--- config.mk ---
export PLATFORM = sky130hd
export DESIGN_NAME = queue_tracker
export DESIGN_NICKNAME = d
export VERILOG_FILES = /design/src/rtl/queue_tracker.sv
export SDC_FILE = /design/constraint.sdc
export NUM_CORES = 1
export LEC_CHECK = 0
export BUFFER_PORTS_ARGS = -buffer_cell sky130_fd_sc_hd__buf_2
export CAP_MARGIN = 20
export CORE_MARGIN = 2
export CORE_UTILIZATION = 50
export CTS_CLUSTER_SIZE = 8
export DETAILED_ROUTE_END_ITERATION = 16
export GPL_ROUTABILITY_DRIVEN = 0
export HOLD_SLACK_MARGIN = 0.1
export PLACE_DENSITY = 0.7
export SLEW_MARGIN = 20
export SYNTH_ARGS = -nofsm -noshare
export SYNTH_HDL_FRONTEND = slang
export SYNTH_SLANG_ARGS = --single-unit
--- constraint.sdc ---
create_clock -name clk -period 2.4 [get_ports clk]
set_input_delay 0.72 -clock clk [delete_from_list [all_inputs] [get_ports clk]]
set_output_delay 0.72 -clock clk [all_outputs]
set_load 0.03 [all_outputs]
--- src/rtl/queue_tracker.sv ---
// queue_tracker
//   Keeps per-approach queue counts (main, left, secondary, pedestrian) for the
//   smart traffic light. Sensor pulses add a vehicle/pedestrian to a lane. While
//   a lane holds green, its queue drains at a fixed rate. Counts saturate at
//   2**CNT_W-1 and raise a sticky per-lane saturation flag.
//
//   Ports
//     clk                     system clock, rising edge
//     rst_n                   synchronous active-low reset
//     m_sens/l_sens/s_sens    asynchronous arrival sensors (level)
//     p_sens                  asynchronous pedestrian button (level)
//     m_go/l_go/s_go/p_go     synchronous green/walk per lane
//     clr_sat                 one-cycle pulse clearing sat_flag
//     main_num/left_num/
//     sec_num/p_num           registered queue counts
//     sat_flag                sticky saturation {p,s,l,m}
//
//   Lane index used internally: 0 = main, 1 = left, 2 = secondary, 3 = pedestrian.
module queue_tracker #(
  parameter int CNT_W     = 3,
  parameter int DRAIN_CYC = 8,
  parameter int P_DRAIN   = 4
) (
  input  logic             clk,
  input  logic             rst_n,
  input  logic             m_sens,
  input  logic             l_sens,
  input  logic             s_sens,
  input  logic             p_sens,
  input  logic             m_go,
  input  logic             l_go,
  input  logic             s_go,
  input  logic             p_go,
  input  logic             clr_sat,
  output logic [CNT_W-1:0] main_num,
  output logic [CNT_W-1:0] left_num,
  output logic [CNT_W-1:0] sec_num,
  output logic [CNT_W-1:0] p_num,
  output logic [3:0]       sat_flag
);

  localparam int LANES = 4;
  localparam int PMAX  = (DRAIN_CYC > P_DRAIN) ? DRAIN_CYC : P_DRAIN;
  localparam int PW    = $clog2(PMAX);

  localparam logic [CNT_W-1:0] CNT_MAX = '1;
  localparam logic [PW-1:0]    TERM_V  = PW'(DRAIN_CYC - 1);
  localparam logic [PW-1:0]    TERM_P  = PW'(P_DRAIN - 1);

  logic [LANES-1:0] sens;
  logic [LANES-1:0] go;

  assign sens = {p_sens, s_sens, l_sens, m_sens};
  assign go   = {p_go, s_go, l_go, m_go};

  // Arrival path state
  logic [LANES-1:0] sync1_q, sync1_d;
  logic [LANES-1:0] sync2_q, sync2_d;
  logic [LANES-1:0] hist_q,  hist_d;
  logic [LANES-1:0] armed_q, armed_d;
  logic [LANES-1:0] arrive_q, arrive_d;
  logic [1:0]       warm_q,  warm_d;

  // Drain path state
  logic [PW-1:0]    presc_q [LANES];
  logic [PW-1:0]    presc_d [LANES];
  logic [LANES-1:0] depart;

  // Counts and flags
  logic [CNT_W-1:0] cnt_q [LANES];
  logic [CNT_W-1:0] cnt_d [LANES];
  logic [LANES-1:0] sat_q, sat_d;
  logic [LANES-1:0] sat_set;

  // ------------------------------------------------------------------
  // Arrival: 2-flop synchronizer, rising-edge detect, registered event.
  // Sensor sampled high at edge k -> arrive_q high after edge k+2 ->
  // count updated at edge k+3.
  //
  // The synchronizer flops come out of reset at 0, which would look like a
  // genuine low sample and turn a sensor held high through reset into a false
  // arrival. warm_q delays arming until sync2_q carries real post-reset data;
  // a lane arms only once it has actually seen its sensor low.
  // ------------------------------------------------------------------
  always_comb begin
    sync1_d  = sens;
    sync2_d  = sync1_q;
    hist_d   = sync2_q;
    warm_d   = {warm_q[0], 1'b1};
    armed_d  = armed_q | ({LANES{warm_q[1]}} & ~sync2_q);
    arrive_d = sync2_q & ~hist_q & armed_q;
  end

  // ------------------------------------------------------------------
  // Drain prescaler: runs while go & count>0, otherwise held at 0.
  // depart fires on the cycle the prescaler sits at its terminal value,
  // so the first departure lands DRAIN_CYC edges after go rises.
  // ------------------------------------------------------------------
  always_comb begin
    depart = '0;
    for (int unsigned i = 0; i < LANES; i++) begin
      presc_d[i] = '0;
      if (go[i] && (cnt_q[i] != '0)) begin
        if (presc_q[i] == ((i == 3) ? TERM_P : TERM_V)) begin
          depart[i]  = 1'b1;
          presc_d[i] = '0;
        end else begin
          presc_d[i] = presc_q[i] + PW'(1);
        end
      end
    end
  end

  // ------------------------------------------------------------------
  // Count update and saturation flags.
  // ------------------------------------------------------------------
  always_comb begin
    sat_set = '0;
    for (int unsigned i = 0; i < LANES; i++) begin
      cnt_d[i] = cnt_q[i];
      case ({arrive_q[i], depart[i]})
        2'b10: begin
          if (cnt_q[i] == CNT_MAX) begin
            sat_set[i] = 1'b1;
          end else begin
            cnt_d[i] = cnt_q[i] + CNT_W'(1);
          end
        end
        2'b01: begin
          if (cnt_q[i] != '0) begin
            cnt_d[i] = cnt_q[i] - CNT_W'(1);
          end
        end
        default: cnt_d[i] = cnt_q[i];
      endcase
    end
    // A saturation in the same cycle as clr_sat survives the clear.
    sat_d = (clr_sat ? '0 : sat_q) | sat_set;
  end

  // ------------------------------------------------------------------
  // State registers
  // ------------------------------------------------------------------
  always_ff @(posedge clk) begin
    if (!rst_n) begin
      sync1_q  <= '0;
      sync2_q  <= '0;
      hist_q   <= '0;
      armed_q  <= '0;
      arrive_q <= '0;
      warm_q   <= '0;
      sat_q    <= '0;
      for (int unsigned i = 0; i < LANES; i++) begin
        presc_q[i] <= '0;
        cnt_q[i]   <= '0;
      end
    end else begin
      sync1_q  <= sync1_d;
      sync2_q  <= sync2_d;
      hist_q   <= hist_d;
      armed_q  <= armed_d;
      arrive_q <= arrive_d;
      warm_q   <= warm_d;
      sat_q    <= sat_d;
      for (int unsigned i = 0; i < LANES; i++) begin
        presc_q[i] <= presc_d[i];
        cnt_q[i]   <= cnt_d[i];
      end
    end
  end

  assign main_num = cnt_q[0];
  assign left_num = cnt_q[1];
  assign sec_num  = cnt_q[2];
  assign p_num    = cnt_q[3];
  assign sat_flag = sat_q;

endmodule

==> metrics <==
status=complete, no violations; layout cells sized above 1=0.186; Via density=5.16; unrepaired setup endpoints after global routing=no; Residual DRC=0; Post-Syn Area=2150 um^2; Avg Inst Size Synth=10.1 um^2; skew final=0.00321 ns; CTS clk-pin slew, worst paths=0.09 ns; row count=23; postcts setup bufs=0; HP Class=reg -> reg; TritonCTS clock tree=yes; crit path time final=2.15 ns; post-DR wirelength/cell=11.0 um; Die W=69.6 um; worst endpoint data arrival time=2.33 ns; CTS sink cnt=50; H-tree levels=2; Crit path top cell by count=ha_1; crit path capture type=flip-flop; number of CTS-inserted buffers=5; pin count of the biggest net entering global routing=24; initial antenna violation count=0; Max Root-Sink Buffers=2; Distinct cells, synth=40; register area share after synthesis=0.466; first-pass GRT wire length=5930 um; GRT Total Usage=0.150; antenna-violating nets left=0; Core Area=4060 um^2; Mapped Nets=242; Die Y=69.6 um; die area=4840 um^2; total congestion overflow=0; Port Buffer Count=26; io pins=27; Final Setup Violations=0; Critical Path RT=2.58 ns; TNS Setup=0 ns; router iterations before antenna repair=4; P_leak=1.15 nW; Max Cap Viol=0; Crit-path slowest cell=fa_1; n_diodes=0; Worst path top cell family by delay=adder cells; Max IR drop VDD=404 uV; Final #Nets=275; Resize count post-CTS=0; Clock Latency Late Sink=0.30 ns; Worst Path Max Fanout=4; Achievable Freq=464 MHz; Hold Vio Cnt, Final=0; CTS hold repair buffers=0; Worst Path Class, Setup=reg -> reg; Slew headroom=0.708; Mapped Cells=213; final WL=3270 um; hpwl dp=2360 um; Root Buffer=clkbuf_8; crit start category=flip-flop; synthesis-to-layout area growth=15.2%; vias in the first global route=1403; CP max stage delay=0.43 ns; power density cells=568 nW/um^2; Tcrit/Tclk final=0.898; CP Buf/Inv Count=0; initial core utilization=0.530; critical-path cell list=ha_1, ha_1, nand2_1, or3_4, fa_1, a21o_2, o211ai_1, a311oi_1; post-route core utilization=0.610; Worst-Margin Slew=0.438 ns; starting DRC count in detailed routing=84; Synth warnings=0; max-slew violations=0; Vias=1534; post-synthesis register bit count=50
==> kinds of logic after synthesis <==
| logic type | after synthesis | synth area share |
|---|---|---|
| adder cells (fa/ha/maj) | 18 | 0.112 |
| AND/OR/NAND/NOR | 78 | 0.212 |
| buffers and inverters | 21 | 0.0378 |
| multiplexers | 3 | 0.0140 |
| flip-flops | 50 | 0.466 |
| AO/OA/AOI/OAI | 38 | 0.138 |
| XOR/XNOR | 5 | 0.0204 |
==> stage by stage <==
step                instance area, um^2  power, mW  worst slack (ns)  hold WS (ns)  instances
floorplan                          2150      0.904             0.185         0.398        213
global placement                   2370      0.926            0.0961         0.412        289
detailed placement                 2370      0.927            0.0467         0.416        289
CTS                                2470       1.43             0.198         0.430        297
global route                       2480       1.48            0.0337         0.449        297
finish                             2480       1.41             0.246         0.423        297
==> area by class of cell <==
class / instances / area [um^2]
clock buffer: 6 / 82.6
multi-input combinational: 142 / 1080
clock inverter: 2 / 12.5
sequential: 50 / 1000
fill: 359 / 1580
inverter: 16 / 60.1
timing repair buffer: 31 / 180
tap: 50 / 62.6
==> worst paths after layout <==
path            startpoint             to  slack (ns)  cells after the start
max          presc_q[0][0]    cnt_q[0][2]        0.25                      8
min          presc_q[3][0]  presc_q[3][0]        0.42                      1
max reg2reg  presc_q[0][0]    cnt_q[0][2]        0.25                      8
min reg2reg  presc_q[3][0]  presc_q[3][0]        0.42                      1
==> state kept, by name (all words and copies together), names as in the netlist <==
name      flops
presc_q      12
sync1_q       4
arrive_q      4
cnt_q        12
armed_q       4
hist_d        4
sat_flag      4
hist_q        4
warm_q        2
==> cell usage after synthesis <==
cell type  instances  area (um^2)
a21oi_1            5         25.0
mux2i_1            3         30.0
a21o_2             1         8.76
a211oi_1           1         7.51
nand4_1            2         12.5
xnor2_1            3         26.3
a311oi_1           2         17.5
dfxtp_1           50         1000
or2b_1             2         15.0
nor3_1             7         35.0
and3b_1            4         35.0
ha_1              16          200
nand2b_1           3         18.8
o21a_1             4         30.0
nor4_1             2         12.5
o211a_1            4         40.0
o21a_4             1         15.0
nor3_2             1         10.0
nor2b_1            7         43.8
nand3_1            4         20.0
a31o_2             1         8.76
and2_1            21          131
or3_4              1         11.3
buf_2              2         10.0
clkbuf_1           3         11.3
o32ai_1            2         17.5
inv_1             16         60.1
fa_1               2         40.0
nand2_1           15         56.3
xor2_1             2         17.5
o21ai_0            2         10.0
o211ai_1           6         45.0
a221oi_1           1         8.76
a21boi_0           3         22.5
a41o_1             2         20.0
nor2_1             4         15.0
nor4bb_1           1         10.0
a21o_1             1         7.51
a31oi_1            2         12.5
nand3b_1           4         30.0
==> placed cells by master (no fill, tap or decap), types with 5 or more instances in the layout <==
| cell type | netlist | final |
|---|---|---|
| inv_1 | 16 | 16 |
| clkbuf_8 | 0 | 6 |
| o211ai_1 | 6 | 6 |
| nor3_1 | 7 | 5 |
| nand2_1 | 15 | 15 |
| a21oi_1 | 5 | 5 |
| buf_2 | 2 | 26 |
| dfxtp_1 | 50 | 50 |
| ha_1 | 16 | 16 |
| and2_1 | 21 | 21 |
| nor2b_1 | 7 | 7 |
==> metal layers <==
layer	global-route usage	vias to the layer above	part of all wire
li1	-	803	-
met1	0.186	696	0.48
met2	0.243	31	0.46
met3	0.0480	4	0.055
met4	0.0588	0	0.0095
met5	0	-	0
==> where the power goes <==
part	switching, mW	internal [mW]	leakage, nW
clock network	0.267	0.232	0.0472
logic	0.0264	0.0276	0.694
registers	0.00753	0.845	0.406
total	0.301	1.10	1.15
No activity file was read; power rests on OpenSTA's default activity.
